$ cat src/rtl/femto_mem_arbiter.sv
// Two-master round-robin arbiter for the PicoRV32 native memory bus.
// The grant is held for a whole transfer, and a per-transfer timeout completes requests that a hung slave never acknowledges.
module femto_mem_arbiter #(
  parameter int unsigned TIMEOUT   = 256,
  parameter logic [31:0] ERR_RDATA = 32'hDEAD_BEEF
) (
  input  logic        clk,
  input  logic        resetn,
  input  logic        m0_valid,
  input  logic [3:0]  m0_wstrb,
  input  logic [31:0] m0_addr,
  input  logic [31:0] m0_wdata,
  output logic        m0_ready,
  output logic [31:0] m0_rdata,
  input  logic        m1_valid,
  input  logic [3:0]  m1_wstrb,
  input  logic [31:0] m1_addr,
  input  logic [31:0] m1_wdata,
  output logic        m1_ready,
  output logic [31:0] m1_rdata,
  output logic        s_valid,
  output logic [3:0]  s_wstrb,
  output logic [31:0] s_addr,
  output logic [31:0] s_wdata,
  input  logic        s_ready,
  input  logic [31:0] s_rdata,
  input  logic        err_clr,
  output logic        timeout_err
);

  localparam int WCW = (TIMEOUT > 0) ? $clog2(TIMEOUT + 1) : 1;
  localparam logic [WCW-1:0] WLAST = (TIMEOUT > 0) ? WCW'(TIMEOUT - 1) : '0;

  localparam logic [0:0] IDLE = 1'b0;
  localparam logic [0:0] BUSY = 1'b1;

  logic [0:0]     state;
  logic           gnt;
  logic           last;
  logic [WCW-1:0] wcnt;

  logic        g_valid;
  logic [3:0]  g_wstrb;
  logic [31:0] g_addr;
  logic [31:0] g_wdata;
  logic        busy;
  logic        done;
  logic        tmo;
  logic        abandon;
  logic        rdy;
  logic [31:0] rdata;

  // Only the registered grant selects a master, so the idle master never reaches an output.
  always_comb begin
    g_valid = gnt ? m1_valid : m0_valid;
    g_wstrb = gnt ? m1_wstrb : m0_wstrb;
    g_addr  = gnt ? m1_addr  : m0_addr;
    g_wdata = gnt ? m1_wdata : m0_wdata;
  end

  assign busy    = (state == BUSY);
  assign abandon = busy && !g_valid;
  assign done    = busy && g_valid && s_ready;
  assign tmo     = (TIMEOUT != 0) && busy && g_valid && !s_ready && (wcnt == WLAST);
  assign rdy     = done || tmo;
  assign rdata   = tmo ? ERR_RDATA : s_rdata;

  assign s_valid = busy && g_valid && !tmo;
  assign s_wstrb = s_valid ? g_wstrb : 4'd0;
  assign s_addr  = s_valid ? g_addr  : 32'd0;
  assign s_wdata = s_valid ? g_wdata : 32'd0;

  assign m0_ready = rdy && !gnt;
  assign m1_ready = rdy && gnt;
  assign m0_rdata = m0_ready ? rdata : 32'd0;
  assign m1_rdata = m1_ready ? rdata : 32'd0;

  always_ff @(posedge clk or negedge resetn) begin
    if (!resetn) begin
      state <= IDLE;
      gnt   <= 1'b0;
      last  <= 1'b1;
      wcnt  <= '0;
    end else begin
      case (state)
        IDLE: begin
          if (m0_valid || m1_valid) begin
            state <= BUSY;
            gnt   <= (m0_valid && m1_valid) ? ~last : m1_valid;
            wcnt  <= '0;
          end
        end
        default: begin
          if (abandon) begin
            state <= IDLE;
          end else if (rdy) begin
            state <= IDLE;
            last  <= gnt;
          end else if (wcnt != {WCW{1'b1}}) begin
            wcnt <= wcnt + 1'b1;
          end
        end
      endcase
    end
  end

  // A timeout in the same cycle as err_clr leaves the flag set.
  always_ff @(posedge clk or negedge resetn) begin
    if (!resetn) begin
      timeout_err <= 1'b0;
    end else if (tmo) begin
      timeout_err <= 1'b1;
    end else if (err_clr) begin
      timeout_err <= 1'b0;
    end
  end

endmodule

$ cat config.mk
export PLATFORM = sky130hd
export DESIGN_NAME = femto_mem_arbiter
export DESIGN_NICKNAME = d
export VERILOG_FILES = /design/src/rtl/femto_mem_arbiter.sv
export SDC_FILE = /design/constraint.sdc
export NUM_CORES = 1
export LEC_CHECK = 0
export BUFFER_PORTS_ARGS = -buffer_cell sky130_fd_sc_hd__buf_2
export CORE_AREA = 8 8 113 115
export DETAILED_ROUTE_END_ITERATION = 6
export DIE_AREA = 0 0 121 123
export PLACE_DENSITY = 0.66
export RECOVER_POWER = 50
export SLEW_MARGIN = 0
export SYNTH_ARGS = -nofsm -noshare
export SYNTH_HDL_FRONTEND = slang
export SYNTH_SLANG_ARGS = --single-unit
export TNS_END_PERCENT = 5
$ cat constraint.sdc
create_clock -name clk -period 3.3 [get_ports clk]
set_input_delay 0.165 -clock clk [delete_from_list [all_inputs] [get_ports clk]]
set_output_delay 0.165 -clock clk [all_outputs]
set_load 0.03 [all_outputs]
==> flow_metrics.py <==
metrics = {
    "detailed_routing": {
        "antenna_left": 0,
        "via_count": 3323,
        "drc": 0,
        "wl_per_cell_um": 16.62,
        "first_iter_violations": 142,
        "first_pass_iters": 5,
        "finalWirelength_um": 12430,
        "viasPerCell": 4.443,
    },
    "cts": {
        "cts.sinks": 13,
        "clkLatencyLatePin_ns": 0.24,
        "cts_tree": "done",
        "cts_buffer_depth": 2,
        "cts_buffers": 3,
        "post_cts_buffers": 0,
        "htreeDepth": 1,
        "cts-root-buf": "clkbuf_16",
        "clkTransAtPathRegs_ns": 0.04,
    },
    "global_routing": {
        "grt_max_degree": 58,
        "grt_pass1_wl_um": 17800,
        "grt_pass1_vias": 3374,
        "top_usage_layer": "met2",
        "grt_usage_pct": 14.62,
        "grt_use_met3_pct": 5.890,
        "use_met1_pct": 17.20,
        "met2_usage_pct": 24.91,
        "overflow": 0,
        "antenna_found_initial": 0,
    },
    "place": {
        "detailed_place_hpwl_um": 10820,
        "gp_congestion": 0.8073,
        "dp.cells": 743,
        "numPortBuffers": 309,
    },
    "outcome": {
        "status": "complete, no violations",
    },
    "critical_path": {
        "r2r_end": "wcnt[8]",
        "cp-end-kind": "output pin",
        "crit_path_start_kind": "flip-flop",
        "cp_max_fo": 44,
        "worstReg2RegStart": "wcnt[2]",
        "crit_arrival_ns": 2.77,
        "rrSetupSlack_ns": 1.01,
        "reg2reg_depth": 8,
        "required_ns": 3.13,
        "worstSetupPathType": "reg2out",
    },
    "synth": {
        "synth_fa_ha_area_share_pct": 1.613,
        "netlist_area_um2": 2327,
        "yosys_warnings": 0,
        "synth_xor_area_share_pct": 0,
        "synth-simple-area-share_pct": 23.71,
        "synth_compound_area_share_pct": 22.10,
        "syn_area_per_cell_um2": 7.459,
        "synthMuxAreaShare_pct": 31.18,
        "yosysSeqAreaShare_pct": 14.03,
        "synth_cell_types": 37,
        "syn_nets": 489,
        "synth_top_family_by_area": "multiplexers",
        "syn_inst": 312,
        "synth_seq_cells": 13,
    },
    "final_layout": {
        "stdcell_count": 748,
        "nets": 783,
        "layout_common_cells": "buf_2 (261), nor2_1 (78), mux2i_1 (71)",
        "drive_above_1_share_pct": 45.29,
        "diodes": 0,
        "final_common_cell": "buf_2",
        "syn_to_final_growth_pct": 70.48,
    },
    "sta": {
        "hold_viol": 0,
        "fin_skew_ns": 0.001510,
        "max_freq_mhz": 340.4,
        "tns_ns": 0,
        "post-route-period-util_pct": 89.03,
        "finalCriticalPeriod_ns": 2.938,
        "slew_headroom_pct": 39.30,
        "rsz0062_at_grt": "false",
        "setup_viol": 0,
        "worst_pin_slew_ns": 0.9105,
        "drv_slew": 0,
    },
    "worst_hold_path": {
        "whs_path_depth": 2,
        "hold_class": "in2reg",
        "hold-path-endpoint": "timeout_err",
        "hp-start": "err_clr",
    },
    "power": {
        "fin_total_pwr_uw": 2068,
        "power.density_nw_per_um2": 521.3,
        "power_leakage_uw": 0.002324,
        "ir_drop_mv": 0.5645,
    },
    "die": {
        "rows": 39,
        "pin_count": 310,
        "die_w_um": 121,
        "fp.dieH_um": 123,
        "start_util_pct": 21.01,
        "fp.coreArea_um2": 11080,
        "die_area_um2": 14880,
    },
    "job": {
        "max_cap_violations": 0,
    },
}
## cell usage after synthesis, drive strengths merged
master / number / share of area (%)
a311oi: 2 / 0.75
nand2: 12 / 2.0
a41oi: 1 / 0.38
nand4: 1 / 0.27
a22o: 1 / 0.38
nor2: 79 / 13
o21a: 49 / 16
dfrtp: 12 / 13
buf: 26 / 6.7
o211ai: 2 / 0.64
a31oi: 2 / 0.54
a21oi: 4 / 0.86
o211a: 1 / 0.43
a21o: 2 / 0.64
nor2b: 2 / 0.54
nor3: 1 / 0.21
a32o: 1 / 0.43
a211oi: 1 / 0.32
nand2b: 2 / 0.54
dfstp: 1 / 1.1
mux2i: 71 / 31
o22ai: 1 / 0.27
and2: 19 / 5.2
nor4: 2 / 0.54
o21ai: 3 / 0.64
mux2: 1 / 0.64
ha: 3 / 1.6
inv: 4 / 0.64
nand3: 6 / 1.5
## cell type report
class | instances | area [um^2]
Sequential cell | 13 | 326.6
Multi-Input combinational cell | 269 | 1827
Fill cell | 1190 | 7109
Timing Repair Buffer | 315 | 1541
Tap cell | 143 | 178.9
Inverter | 4 | 15.01
Clock buffer | 4 | 78.83
## metrics by stage
stage	util [%]	cell area, um^2	hold WS, ns	worst slack [ns]
after detailed placement	35.66	3950	0.07316	0.6274
after global routing	35.82	3968	0.1339	0.1290
after global placement	35.66	3950	0.07073	0.6576
after CTS	36.46	4039	0.1269	0.3624
after floorplan	-	2327	-0.1306	1.071
final	35.82	3968	0.1296	0.3621
## worst max-delay path by stage
stage | startpoint | end | slack (ns) | depth (start not counted)
after floorplan | wcnt[2] | m0_rdata[18] | 1.07 | 8
after global placement | wcnt[2] | s_addr[26] | 0.66 | 9
after detailed placement | wcnt[2] | s_addr[26] | 0.63 | 9
after CTS | wcnt[2] | s_addr[26] | 0.36 | 9
after global routing | wcnt[2] | s_wstrb[0] | 0.13 | 9
final | wcnt[2] | s_addr[26] | 0.36 | 9
## worst max-delay path, cell delays in order, from the launching register on
cell      delay [ns]
dfrtp_1         0.43
nand4_1         0.16
nor2_1          0.08
and2_0          0.18
ha_1            0.25
nand2b_1        0.17
nand3_2         0.48
buf_12          0.38
nor2_1          0.17
buf_2           0.22
## per-layer routing
layer	part of all wire, %	up-vias
li1	-	1672
met1	40	1429
met2	48	216
met3	12	6
met4	0.65	0
met5	0	-
## flip-flops by register name, summed over array words and instances (netlist names)
register / cells
busy: 1
last: 1
timeout_err: 1
gnt: 1
wcnt: 9
## kinds of logic (layout without fill, tap and decap cells)
group	count (synthesis)	in the layout
AND/OR/NAND/NOR	124	124
flip-flops	13	13
multiplexers	72	72
buffers and inverters	30	323
AO/OA/AOI/OAI	70	70
adder cells (fa/ha/maj)	3	3
## timing repair
item                                    CTS  global route
gates resized for setup                   0             0
endpoints found under the setup margin    0             0
hold endpoints to repair                 12             0
hold buffers                              1             0
## report_power, final
part,leakage [uW],internal [uW],switching (uW),total (uW)
combinational,0.00211,561,1030,1590
clock,0.0000382,163,62.8,225
sequential,0.000171,189,64.7,254
total,0.00232,913,1160,2070
Note: power is estimated with default switching activity, not from simulation.
